===== src/rtl/pulse_period_meter_pkg.sv =====
// Shared definitions for the pulse period meter and the divider family:
// FSM state encoding and an elaboration-time ceil(log2) helper.
package pulse_period_meter_pkg;

  localparam logic [0:0] ST_IDLE    = 1'b0;
  localparam logic [0:0] ST_MEASURE = 1'b1;

  // ceil(log2(v)); returns 0 for v <= 1. Usable in constant expressions.
  function automatic int clog2(input int v);
    int r;
    int x;
    r = 0;
    x = v - 1;
    while (x > 0) begin
      r = r + 1;
      x = x >> 1;
    end
    return r;
  endfunction

endpackage


===== src/rtl/pulse_period_meter_rise_detect.sv =====
// Rising-edge detector for a clk-synchronous pulse train.
// The history register runs every cycle so an edge is never missed on re-arm.
module pulse_period_meter_rise_detect (
  input  logic clk,
  input  logic rst,
  input  logic pulse_i,
  output logic rise_o
);

  logic pulse_q;

  // Previous-cycle sample of the pulse input.
  always_ff @(posedge clk) begin
    if (rst) pulse_q <= 1'b0;
    else     pulse_q <= pulse_i;
  end

  assign rise_o = pulse_i & ~pulse_q;

endmodule


===== src/rtl/pulse_period_meter.sv =====
// Pulse period meter: times the spacing between rising edges of a pulse
// train and reports sum/min/max over each window of WIN_PULSES intervals.
// Windows are back-to-back: the edge closing one window opens the next.
module pulse_period_meter
  import pulse_period_meter_pkg::*;
#(
  parameter  int WIN_PULSES = 10,
  parameter  int CNT_W      = 16,
  parameter  int TIMEOUT    = 1000,
  localparam int SUM_W      = CNT_W + clog2(WIN_PULSES + 1)
) (
  input  logic             clk,
  input  logic             rst,
  input  logic             en,
  input  logic             pulse_in,
  output logic             result_valid,
  output logic [SUM_W-1:0] period_sum,
  output logic [CNT_W-1:0] period_min,
  output logic [CNT_W-1:0] period_max,
  output logic             timeout
);

  localparam int WC_W = (clog2(WIN_PULSES + 1) < 1) ? 1 : clog2(WIN_PULSES + 1);

  logic             rise;
  logic [0:0]       state_q,   state_d;
  logic [CNT_W-1:0] icnt_q,    icnt_d;
  logic [WC_W-1:0]  win_q,     win_d;
  logic [SUM_W-1:0] acc_sum_q, acc_sum_d;
  logic [CNT_W-1:0] acc_min_q, acc_min_d;
  logic [CNT_W-1:0] acc_max_q, acc_max_d;
  logic [SUM_W-1:0] sum_q,     sum_d;
  logic [CNT_W-1:0] min_q,     min_d;
  logic [CNT_W-1:0] max_q,     max_d;
  logic             rv_q,      rv_d;
  logic             to_q,      to_d;

  // Accumulators with the current interval folded in.
  logic [SUM_W-1:0] new_sum;
  logic [CNT_W-1:0] new_min;
  logic [CNT_W-1:0] new_max;

  pulse_period_meter_rise_detect u_rise (
    .clk    (clk),
    .rst    (rst),
    .pulse_i(pulse_in),
    .rise_o (rise)
  );

  // Fold the running interval into the window statistics.
  always_comb begin
    new_sum = acc_sum_q + SUM_W'(icnt_q);
    new_min = (icnt_q < acc_min_q) ? icnt_q : acc_min_q;
    new_max = (icnt_q > acc_max_q) ? icnt_q : acc_max_q;
  end

  // Measurement FSM: arm on first edge, capture intervals, publish or abort.
  always_comb begin
    state_d   = state_q;
    icnt_d    = icnt_q;
    win_d     = win_q;
    acc_sum_d = acc_sum_q;
    acc_min_d = acc_min_q;
    acc_max_d = acc_max_q;
    sum_d     = sum_q;
    min_d     = min_q;
    max_d     = max_q;
    rv_d      = 1'b0;
    to_d      = 1'b0;

    if (state_q == ST_IDLE) begin
      // First edge only starts timing; no interval exists yet.
      if (en && rise) begin
        state_d   = ST_MEASURE;
        icnt_d    = CNT_W'(1);
        win_d     = '0;
        acc_sum_d = '0;
        acc_min_d = '1;
        acc_max_d = '0;
      end
    end else begin
      if (!en) begin
        // Disable discards the partial window silently.
        state_d = ST_IDLE;
      end else if (rise) begin
        // An edge arriving on the timeout cycle still counts as an interval.
        icnt_d = CNT_W'(1);
        if (win_q == WC_W'(WIN_PULSES - 1)) begin
          sum_d     = new_sum;
          min_d     = new_min;
          max_d     = new_max;
          rv_d      = 1'b1;
          win_d     = '0;
          acc_sum_d = '0;
          acc_min_d = '1;
          acc_max_d = '0;
        end else begin
          win_d     = win_q + WC_W'(1);
          acc_sum_d = new_sum;
          acc_min_d = new_min;
          acc_max_d = new_max;
        end
      end else if (icnt_q == CNT_W'(TIMEOUT)) begin
        to_d    = 1'b1;
        state_d = ST_IDLE;
      end else begin
        icnt_d = icnt_q + CNT_W'(1);
      end
    end
  end

  // State and output registers; reset clears everything including results.
  always_ff @(posedge clk) begin
    if (rst) begin
      state_q   <= ST_IDLE;
      icnt_q    <= '0;
      win_q     <= '0;
      acc_sum_q <= '0;
      acc_min_q <= '0;
      acc_max_q <= '0;
      sum_q     <= '0;
      min_q     <= '0;
      max_q     <= '0;
      rv_q      <= 1'b0;
      to_q      <= 1'b0;
    end else begin
      state_q   <= state_d;
      icnt_q    <= icnt_d;
      win_q     <= win_d;
      acc_sum_q <= acc_sum_d;
      acc_min_q <= acc_min_d;
      acc_max_q <= acc_max_d;
      sum_q     <= sum_d;
      min_q     <= min_d;
      max_q     <= max_d;
      rv_q      <= rv_d;
      to_q      <= to_d;
    end
  end

  assign result_valid = rv_q;
  assign period_sum   = sum_q;
  assign period_min   = min_q;
  assign period_max   = max_q;
  assign timeout      = to_q;

endmodule


===== config.mk =====
export PLATFORM = sky130hd
export DESIGN_NAME = pulse_period_meter
export DESIGN_NICKNAME = d
export VERILOG_FILES = /design/src/rtl/pulse_period_meter_pkg.sv /design/src/rtl/pulse_period_meter_rise_detect.sv /design/src/rtl/pulse_period_meter.sv
export SDC_FILE = /design/constraint.sdc
export NUM_CORES = 1
export LEC_CHECK = 0
export ABC_CLOCK_PERIOD_IN_PS = 4630
export CELL_PAD_IN_SITES_DETAIL_PLACEMENT = 1
export CELL_PAD_IN_SITES_GLOBAL_PLACEMENT = 2
export CORE_AREA = 2 2 152 154
export DETAILED_ROUTE_END_ITERATION = 7
export DIE_AREA = 0 0 154 156
export PLACE_DENSITY = 0.73
export SLEW_MARGIN = 20
export SYNTH_ARGS = -nofsm -noshare
export SYNTH_HDL_FRONTEND = slang
export SYNTH_SLANG_ARGS = --single-unit

===== constraint.sdc =====
create_clock -name clk -period 4.63 [get_ports clk]
set_input_delay 0.6945 -clock clk [delete_from_list [all_inputs] [get_ports clk]]
set_output_delay 0.6945 -clock clk [all_outputs]
set_load 0.02 [all_outputs]

==> flow_summary.toml <==
[clocking]
hold_buffers = 0
clock_path_buffers = 2
clk-insertion-delay-late_ps = 430
cts_sinks = 128
post_cts_resized = 0
cts-buffers-inserted = 17
cts-root-buf = "clkbuf_16"
h-tree-depth = 4
cts_tree = "done"
clk_pin_slew_ps = 60
post_cts_buffers = 0

[layout]
layout.nets = 841
drive_gt1_share_pct = 8.156
syn2layout_area_growth_pct = 20.93
fin_util_pct = 35.94
antennaDiodeCount = 0

[sta]
hold_viol = 0
setup_ws_ps = 1560
max_slew_margin_pct = 40.42
max_freq_mhz = 325.7
min_period_ps = 3070
clock_skew_ps = 10.19
maxSlewViolCount = 0
fin_crit_sh_pct = 66.32
tns_ps = 0
setup_viol = 0
grt_setup_unrepaired = "false"
worstMarginPinSlew_ps = 893.7

[worst_setup_path]
cp_max_fo = 18
cp-start-kind = "flop"
crit_chain = "ha_1 > nand4_1 > a21oi_1 > o31ai_2 > a21oi_4 > and2_1 > a22o_1"
critical_path_class = "reg2reg"
r2r_end = "acc_max_q[0]"
endpoint_kind = "flop"
worst_ep_required_time_ps = 4990
cpMaxStageDelayCell = "dfxtp_1"
max_stage_delay_ps = 810
ff2ff_path_depth = 7
worstReg2RegStart = "icnt_q[7]"
reg2reg_setup_slack_ps = 1560
crit_arrival_ps = 3430

[floorplanning]
rows = 55
dieArea_sq_mm = 0.02402
die_width_um = 154
ios = 58
core_area_sq_mm = 0.02237
die_h_um = 156
initial_core_util_pct = 29.72

[synthesis]
async_flop_share_pct = 0
ys.flop_type = "dfxtp_1"
synth_top_area_share_pct = 38.55
synth_edf_count = 0
yosys_register_bits = 128
synth_warnings = 0
syn_avg_cell_area_sq_um = 8.933
synth_nets = 800
yosys-top-cells-area = "dfxtp_1 (39%), ha_1 (9.6%), mux2i_1 (5.0%), a211oi_1 (4.3%), nor2_1 (4.0%)"
ys_types = 64
ys_top_cells_by_count = "dfxtp_1 (128), nor2_1 (70), nand2_1 (61)"
syn-instance-count = 744
synth.most_common_cell = "dfxtp_1"
synth.largest_area_cell = "dfxtp_1"
ys_seq_area_share_pct = 38.55
synth_area_sq_mm = 0.006646

[detailed_routing]
avgRoutedWirePerCell_um = 17.72
vias = 5582
routed_wl_mm = 19.18
antenna_left = 0
drc = 0
vias_per_cell = 5.159
drtPass1Iterations = 4
drt_iter0_drc = 148

[min_path]
hold_path.class = "reg2reg"
min_from = "period_sum[3]"
whs_endpoint = "period_sum[3]"
holdPathStages = 2

[place]
gp_congestion = 0.8139
post-place-ws_ps = 1240
port_buffers = 57
dp_hpwl_mm = 13.94

[power_and_ir_drop]
fin_total_pwr_w = 0.002617
p_leak_nw = 2.932
power.density_mw_per_mm2 = 325.6
ir_drop_mv = 0.2723

[global_route]
grt_pass1_wl_mm = 31.89
grt_pass1_vias = 6005
grt_util_all_layers_pct = 16.89
grt_overflow = 0
antenna_found_initial = 0
grt_start_max_net_pins = 68

[outcome]
status = "completed"

[flow_run]
maxCapViolCount = 0
-- critical path, delay by kind of cell (launching register included) --
family	cells	cell delay (ps)
AOI/OAI and AO/OA	4	1170
adders and majority gates	1	260
and+or+nand+nor	2	760
DFF	1	810
-- final cells by class --
| type | instances | area, sq um |
|---|---|---|
| Timing Repair Buffer | 73 | 685.7 |
| Tap cell | 285 | 356.6 |
| Inverter | 41 | 153.9 |
| Sequential cell | 128 | 2562 |
| Fill cell | 2542 | 14330 |
| Clock inverter | 10 | 136.4 |
| Multi-Input combinational cell | 524 | 3682 |
| Clock buffer | 21 | 460.4 |
-- flip-flops by register name (all words and copies together) (netlist names) --
signal and count:
period_sum 20, state_q 1, result_valid 1, acc_sum_q 20, u_rise.pulse_q 1, win_q 4
period_min 16, acc_min_q 16, timeout 1, acc_max_q 16, period_max 16, icnt_q 16
-- logic make-up (layout without fill, tap and decap cells) --
kind of cell | Yosys count | in the layout | share of synthesized area (%)
adders and majority gates | 52 | 52 | 9.902
muxes | 33 | 33 | 4.970
and+or+nand+nor | 215 | 215 | 15.23
buffers and inverters | 92 | 145 | 6.062
AOI/OAI and AO/OA | 201 | 201 | 22.25
xor gates and xnor gates | 23 | 23 | 3.031
DFF | 128 | 128 | 38.55
-- stage by stage --
step / hold slack [ps] / cells / area [sq um]
5_1_grt: 485.3 / 1082 / 8038
2_1_floorplan: 429.1 / 744 / 6646
6_report: 456.3 / 1082 / 8038
3_5_place_dp: 449.1 / 1051 / 7441
3_3_place_gp: 442.6 / 1051 / 7441
4_1_cts: 456.5 / 1082 / 8038
-- where the power goes --
part / switching, W / total (W) / internal (W)
Combinational: 0.0000732 / 0.000115 / 0.0000417
Clock: 0.000509 / 0.00138 / 0.000869
Sequential: 0.0000114 / 0.00112 / 0.00111
Total: 0.000593 / 0.00262 / 0.00202
-- worst max path at each step --
stage,start,endpoint,slack [ps],depth (start not counted)
after floorplan,icnt_q[1],acc_max_q[10],2280,10
after global placement,pulse_in,acc_max_q[9],1390,7
after detailed placement,pulse_in,acc_max_q[10],1240,7
after CTS,icnt_q[7],acc_max_q[0],1510,7
after global routing,icnt_q[0],acc_max_q[14],1270,9
final,icnt_q[7],acc_max_q[0],1560,7
-- cell usage in the layout, fill, tap and decap left out, drive strengths merged, types with 12 or more instances in the layout --
| master | count |
|---|---|
| nor2 | 71 |
| a211oi | 38 |
| nand3 | 22 |
| mux2i | 33 |
| o221a | 16 |
| a22o | 24 |
| clkdlybuf4s50 | 56 |
| clkbuf | 21 |
| a21oi | 47 |
| xnor2 | 14 |
| nand4 | 12 |
| dfxtp | 128 |
| ha | 51 |
| nand2 | 61 |
| inv | 41 |
| buf | 17 |
| o21ai | 28 |
-- per-layer routing --
layer	global-route usage, %	vias up	part of all wire [%]
met1	20.53	2719	46
met4	5.251	0	1.7
met2	29.79	78	49
met5	0	-	0
met3	3.694	20	3.1
li1	-	2765	-
No activity file was read; power rests on OpenSTA's default activity.
